**src/rtl/cva6_ypb_nchan_mux.sv**
```systemverilog
// Merges NumChan YPB requester channels onto one downstream memory port.
// Responses are routed back in order through a FIFO of channel tags.
module cva6_ypb_nchan_mux #(
    parameter int unsigned NumChan        = 6,
    parameter int unsigned AddrWidth      = 64,
    parameter int unsigned DataWidth      = 64,
    parameter int unsigned MaxOutstanding = 4,
    parameter bit          RoundRobin     = 1'b1,
    localparam int unsigned IdxW = (NumChan > 1) ? $clog2(NumChan) : 1,
    localparam int unsigned CntW = $clog2(MaxOutstanding + 1),
    localparam int unsigned BeW  = DataWidth / 8
) (
    input  logic                         clk_i,
    input  logic                         rst_ni,
    input  logic [NumChan-1:0]           req_valid_i,
    output logic [NumChan-1:0]           req_ready_o,
    input  logic [NumChan*AddrWidth-1:0] req_addr_i,
    input  logic [NumChan-1:0]           req_we_i,
    input  logic [NumChan*BeW-1:0]       req_be_i,
    input  logic [NumChan*DataWidth-1:0] req_wdata_i,
    output logic [NumChan-1:0]           rsp_valid_o,
    output logic [DataWidth-1:0]         rsp_rdata_o,
    output logic                         rsp_err_o,
    output logic                         mst_req_valid_o,
    input  logic                         mst_req_ready_i,
    output logic [AddrWidth-1:0]         mst_req_addr_o,
    output logic                         mst_req_we_o,
    output logic [BeW-1:0]               mst_req_be_o,
    output logic [DataWidth-1:0]         mst_req_wdata_o,
    input  logic                         mst_rsp_valid_i,
    input  logic [DataWidth-1:0]         mst_rsp_rdata_i,
    input  logic                         mst_rsp_err_i,
    output logic [CntW-1:0]              outstanding_o,
    output logic                         rsp_orphan_o
);

    localparam int unsigned PtrW = (MaxOutstanding > 1) ? $clog2(MaxOutstanding) : 1;

    typedef enum logic {
        ARB_FREE,
        ARB_LOCKED
    } arb_state_e;

    arb_state_e      state_q, state_d;
    logic [IdxW-1:0] lock_idx_q, lock_idx_d;
    logic [IdxW-1:0] rr_ptr_q, rr_ptr_d;
    logic [IdxW-1:0] grant;
    logic            grant_valid;

    logic [IdxW-1:0] tag_mem [MaxOutstanding];
    logic [PtrW-1:0] wr_ptr_q, rd_ptr_q;
    logic [CntW-1:0] count_q;
    logic [IdxW-1:0] head_tag;
    logic            full, empty, hs, push, pop;

    function automatic logic [PtrW-1:0] ptr_inc(input logic [PtrW-1:0] p);
        return (p == PtrW'(MaxOutstanding - 1)) ? '0 : p + 1'b1;
    endfunction

    // Fullness comes from registered count only, so a response never unblocks a request combinationally.
    assign full     = (count_q == CntW'(MaxOutstanding));
    assign empty    = (count_q == '0);
    assign head_tag = tag_mem[rd_ptr_q];

    always_comb begin
        int unsigned     cand;
        logic [IdxW-1:0] cand_idx;
        grant       = lock_idx_q;
        grant_valid = 1'b0;
        cand        = 0;
        cand_idx    = '0;
        if (state_q == ARB_LOCKED) begin
            grant_valid = req_valid_i[lock_idx_q] && !full;
        end else begin
            for (int unsigned k = 0; k < NumChan; k++) begin
                cand = RoundRobin ? (k + 32'(rr_ptr_q)) : k;
                if (cand >= NumChan) begin
                    cand = cand - NumChan;
                end
                cand_idx = cand[IdxW-1:0];
                if (!grant_valid && !full && req_valid_i[cand_idx]) begin
                    grant       = cand_idx;
                    grant_valid = 1'b1;
                end
            end
        end
    end

    assign mst_req_valid_o = rst_ni && grant_valid;
    assign hs              = mst_req_valid_o && mst_req_ready_i;
    assign push            = hs;
    assign pop             = rst_ni && mst_rsp_valid_i && !empty;

    assign mst_req_addr_o  = req_addr_i[grant*AddrWidth +: AddrWidth];
    assign mst_req_we_o    = req_we_i[grant];
    assign mst_req_be_o    = req_be_i[grant*BeW +: BeW];
    assign mst_req_wdata_o = req_wdata_i[grant*DataWidth +: DataWidth];

    always_comb begin
        req_ready_o = '0;
        rsp_valid_o = '0;
        if (hs) begin
            req_ready_o[grant] = 1'b1;
        end
        if (pop) begin
            rsp_valid_o[head_tag] = 1'b1;
        end
    end

    assign rsp_rdata_o   = mst_rsp_rdata_i;
    assign rsp_err_o     = pop && mst_rsp_err_i;
    assign rsp_orphan_o  = rst_ni && mst_rsp_valid_i && empty;
    assign outstanding_o = count_q;

    always_comb begin
        state_d    = state_q;
        lock_idx_d = lock_idx_q;
        rr_ptr_d   = rr_ptr_q;
        if (hs) begin
            state_d = ARB_FREE;
            if (RoundRobin) begin
                rr_ptr_d = (grant == IdxW'(NumChan - 1)) ? '0 : grant + 1'b1;
            end
        end else if (mst_req_valid_o) begin
            state_d    = ARB_LOCKED;
            lock_idx_d = grant;
        end
    end

    always_ff @(posedge clk_i or negedge rst_ni) begin
        if (!rst_ni) begin
            state_q    <= ARB_FREE;
            lock_idx_q <= '0;
            rr_ptr_q   <= '0;
        end else begin
            state_q    <= state_d;
            lock_idx_q <= lock_idx_d;
            rr_ptr_q   <= rr_ptr_d;
        end
    end

    always_ff @(posedge clk_i or negedge rst_ni) begin
        if (!rst_ni) begin
            wr_ptr_q <= '0;
            rd_ptr_q <= '0;
            count_q  <= '0;
            for (int unsigned i = 0; i < MaxOutstanding; i++) begin
                tag_mem[i] <= '0;
            end
        end else begin
            if (push) begin
                tag_mem[wr_ptr_q] <= grant;
                wr_ptr_q          <= ptr_inc(wr_ptr_q);
            end
            if (pop) begin
                rd_ptr_q <= ptr_inc(rd_ptr_q);
            end
            case ({push, pop})
                2'b10:   count_q <= count_q + 1'b1;
                2'b01:   count_q <= count_q - 1'b1;
                default: count_q <= count_q;
            endcase
        end
    end

endmodule
```
**config.mk**
```make
export PLATFORM = sky130hd
export DESIGN_NAME = cva6_ypb_nchan_mux
export DESIGN_NICKNAME = d
export VERILOG_FILES = /design/src/rtl/cva6_ypb_nchan_mux.sv
export SDC_FILE = /design/constraint.sdc
export NUM_CORES = 1
export LEC_CHECK = 0
export ABC_AREA = 0
export CORE_AREA = 5 5 437 439
export CTS_CLUSTER_SIZE = 30
export DETAILED_ROUTE_END_ITERATION = 6
export DIE_AREA = 0 0 442 444
export SLEW_MARGIN = 30
export SYNTH_ARGS = -nofsm -noshare
export SYNTH_HDL_FRONTEND = slang
export SYNTH_SLANG_ARGS = --single-unit
```
**constraint.sdc**
```tcl
create_clock -name clk_i -period 3.6 [get_ports clk_i]
set_input_delay 0.36 -clock clk_i [delete_from_list [all_inputs] [get_ports clk_i]]
set_output_delay 0.36 -clock clk_i [all_outputs]
set_load 0.005 [all_outputs]
```
==> results.toml <==
[routing]
antenna_left = 0
drt-pass1-iter-count = 5
post_drt_via_cell_ratio = 3.69
num_vias = 19550
drtIter0Drc = 1484
wl_per_cell_um = 34.6
postRouteWirelength_um = 183000
number_of_drc_violations_after_detailed_routing = 0

[yosys]
dominantRegCellSynth = "sky130_fd_sc_hd__dfrtp_1"
synthesis.area_sq_um = 10700
asyncSetResetFlopFracSynth_pct = 100
yosys.cell_count.top_type = "sky130_fd_sc_hd__mux2i_1"
synthTopCellsByArea = "sky130_fd_sc_hd__mux2i_1 (20%), sky130_fd_sc_hd__a211o_1 (8.8%), sky130_fd_sc_hd__o21ai_0 (8.2%), sky130_fd_sc_hd__nand3_1 (8.2%), sky130_fd_sc_hd__o221ai_1 (8.1%)"
seq_area_frac_synth_pct = 6.05
yosys.area_share.adder_pct = 1.93
synth_enable_flop_cells = 0
yosys.area_share.xor_xnor_pct = 0.966
post_synth_and_or_nand_nor_area_fraction_pct = 15.0
synth_mux_area_share_pct = 23.6
yosysTopAreaCellShare_pct = 20.5
count_of_mapped_cells_out_of_synthesis = 1437
synth-warning-count = 0
ys_top_cells_by_count = "sky130_fd_sc_hd__mux2i_1 (220), sky130_fd_sc_hd__o21ai_0 (177), sky130_fd_sc_hd__nand3_1 (175), sky130_fd_sc_hd__a211o_1 (108), sky130_fd_sc_hd__o221ai_1 (99)"
post_synth_num_cell_types = 73
synth_seq_cells = 26
syn_nets = 2350
synth.avg_cell_area_sq_um = 7.48
synth_top_family_by_area = "compound AO/OA/AOI/OAI gates"
synth_top_cell_by_area = "sky130_fd_sc_hd__mux2i_1"
fraction_of_the_mapped_netlist_area_in_compound_gates_pct = 39.2

[worst_setup_path]
worst-path-max-fanout = 5
regToRegStartpoint = "rr_ptr_q[1]$_DFFE_PN0P_"
critical_path_arrival_ns = 4.19
critical_path_required_ns = 3.24
worst_setup_path_end_kind = "output pin"
critical_path.startpoint = "rr_ptr_q[1]$_DFFE_PN0P_"
setup.worst_path.class = "flop to output pin"
r2r_slack_ns = -0.29
worst_setup_start_kind = "flop"

[die]
height_of_the_die_um = 444
floorplan.rows = 159
die_width_um = 442
fp.coreArea_sq_um = 187000
initial_utilization_pct = 5.75
top_level_ports = 1116
fp.dieArea_sq_um = 196000

[cts]
postCtsHoldBufs = 0
clock_tree.root_cell = "sky130_fd_sc_hd__clkbuf_16"
cts_htree_levels = 1
cts_made_buffers = 3
tritoncts = "yes"
clock_latency_ns = 0.27
cts-root-to-sink-buffers = 2
path_clk_slew_ns = 0.08
cts_num_sinks = 26

[global_route]
grt_antenna_before_repair = 177
grt_overflow_total = 0
vias_in_the_first_global_route = 19311
pin_count_of_the_biggest_net_entering_global_routing = 40
global_route_usage_sum_pct = 17.3
grt_first_pass_wirelength_um = 223000

[sta]
final_period_minus_worst_setup_slack_ns = 4.55
setup-violations-final = 152
clock_skew_ns = 0.0129
slew_viol_final = 0
tightestPinTransition_ns = 0.602
fmax_mhz = 220
fin_setup_tns_ns = -121.23
hold_viol_final = 0
min_period_over_period_pct = 126
grt_setup_unrepaired = "yes"
slew-limit-headroom_pct = 59.5
fin_ws_ns = -0.948

[finish]
synthToLayoutAreaGrowth_pct = 207
fill_cells = 20700
final-instance-count-excl-fill = 5292
final_layout_size_suffix_gt1_share_pct = 42.1
final-seq-area_sq_um = 654
final_nets = 3659
utilization_pct = 17.7
multi_input_comb_area_sq_um = 11900

[placement]
routabilityCongestion = 0.981
place_inst = 5008
preCtsSetupSlack_ns = -1.65
hpwlAfterDp_um = 155000
portBuffers = 987

[outcome]
violations = "negative setup slack"
status = "finished, violations left"

[job]
drv_cap = 0

[min_path]
worst_hold_path_type = "flop to flop"
worstHoldStart = "tag_mem[6]$_DFFE_PN0P_"
-- through the flow --
stage	instance area (sq um)	hold slack, ns
3_3_place_gp	26200	0.483
6_report	33000	0.513
4_1_cts	30500	0.512
5_1_grt	32900	0.539
3_5_place_dp	26200	0.496
2_1_floorplan	11200	0.0644
-- worst paths after layout --
path,cells past startpoint,to
worst min register to register,1,tag_mem[6]$_DFFE_PN0P_
max in group asynchronous,2,rr_ptr_q[2]$_DFFE_PN0P_
worst max register to register,20,outstanding_o[2]$_DFFE_PN0P_
worst min-delay path,1,tag_mem[6]$_DFFE_PN0P_
min in group asynchronous,2,wr_ptr_q[1]$_DFFE_PN0P_
worst max-delay path,18,mst_req_addr_o[6]
-- logic make-up after synthesis --
kind of cell               Yosys count
and+or+nand+nor                    311
buffers and inverters              257
AOI/OAI and AO/OA                  573
muxes                              243
xor gates and xnor gates            11
adders and majority gates           16
DFF                                 26
-- cell usage in the layout (no fill, tap or decap), types with 9 or more instances in the layout --
cell type                         synthesis  routed
sky130_fd_sc_hd__and3_4                   0      11
sky130_fd_sc_hd__buf_4                   92     262
sky130_fd_sc_hd__a31o_4                   0      10
sky130_fd_sc_hd__a211o_4                  0      44
sky130_fd_sc_hd__clkbuf_16                0      12
sky130_fd_sc_hd__nor3_1                  16      11
sky130_fd_sc_hd__a21oi_2                  1      17
sky130_fd_sc_hd__mux2i_1                220      95
sky130_fd_sc_hd__o221ai_4                 0      42
sky130_fd_sc_hd__a21oi_1                 72      55
sky130_fd_sc_hd__diode_2                  0      52
sky130_fd_sc_hd__a31o_2                  31      21
sky130_fd_sc_hd__a211o_1                108      61
sky130_fd_sc_hd__o221ai_2                10      61
sky130_fd_sc_hd__clkdlybuf4s50_1          0     842
sky130_fd_sc_hd__nor2_1                  24      20
sky130_fd_sc_hd__buf_6                    7     132
sky130_fd_sc_hd__mux2i_4                  0      74
sky130_fd_sc_hd__o32a_1                  31      30
sky130_fd_sc_hd__mux2i_2                  0      51
sky130_fd_sc_hd__nand2_1                 31      25
sky130_fd_sc_hd__buf_16                   0      32
sky130_fd_sc_hd__dfrtp_1                 26      23
sky130_fd_sc_hd__inv_1                   14      10
sky130_fd_sc_hd__buf_12                   0     145
sky130_fd_sc_hd__o21ai_1                  0      19
sky130_fd_sc_hd__mux2_2                  15      14
sky130_fd_sc_hd__nand3_1                175     168
sky130_fd_sc_hd__o21ai_0                177     148
sky130_fd_sc_hd__buf_2                   44      71
sky130_fd_sc_hd__buf_8                    0      44
sky130_fd_sc_hd__and3_1                  32      21
sky130_fd_sc_hd__o21ai_2                  0       9
-- sequential cells by signal, summed over array words and instances (netlist names) --
| signal | cells |
|---|---|
| state_q | 1 |
| rd_ptr_q | 2 |
| tag_mem | 12 |
| rr_ptr_q | 3 |
| lock_idx_q | 3 |
| wr_ptr_q | 2 |
| outstanding_o | 3 |
-- routing by layer --
metal  share of wire [%]  track usage, %  vias up
met4                 4.3            5.28       64
met2                  50            31.3     1185
met3                 9.4            6.18      377
li1                    -               -     8375
met5                0.30           0.513        -
met1                  36            18.8     9549
-- critical path, stage by stage, from the launching register on --
cell and delay (ns):
sky130_fd_sc_hd__dfrtp_2 0.44, sky130_fd_sc_hd__clkinv_4 0.10, sky130_fd_sc_hd__buf_6 0.13, sky130_fd_sc_hd__ha_4 0.30
sky130_fd_sc_hd__buf_6 0.12, sky130_fd_sc_hd__mux4_2 0.33, sky130_fd_sc_hd__a22o_4 0.27, sky130_fd_sc_hd__buf_6 0.11
sky130_fd_sc_hd__o311a_4 0.32, sky130_fd_sc_hd__o32a_4 0.24, sky130_fd_sc_hd__buf_12 0.14, sky130_fd_sc_hd__nor2_4 0.15
sky130_fd_sc_hd__buf_12 0.17, sky130_fd_sc_hd__buf_16 0.13, sky130_fd_sc_hd__buf_12 0.11, sky130_fd_sc_hd__mux2i_4 0.32
sky130_fd_sc_hd__buf_6 0.20, sky130_fd_sc_hd__o221ai_2 0.12, sky130_fd_sc_hd__buf_2 0.16
-- layout make-up --
class / count / share of cell area, %
Antenna cell: 52 / 0.394
Clock inverter: 1 / 0.0909
Inverter: 15 / 0.212
Clock buffer: 3 / 0.227
Timing Repair Buffer: 1544 / 51.5
Sequential cell: 26 / 1.98
Tap cell: 2495 / 9.45
Multi-Input combinational cell: 1156 / 36.1
-- what timing repair did --
item	in CTS	in global routing
pin swaps	114	130
hold endpoints to repair	0	0
endpoints found under the setup margin	164	159
setup buffers	157	72
cloned	28	10
gates resized for setup	811	432
Power is not shown: default switching activity piles up to over one toggle a cycle in this logic, so the estimate is an artifact.
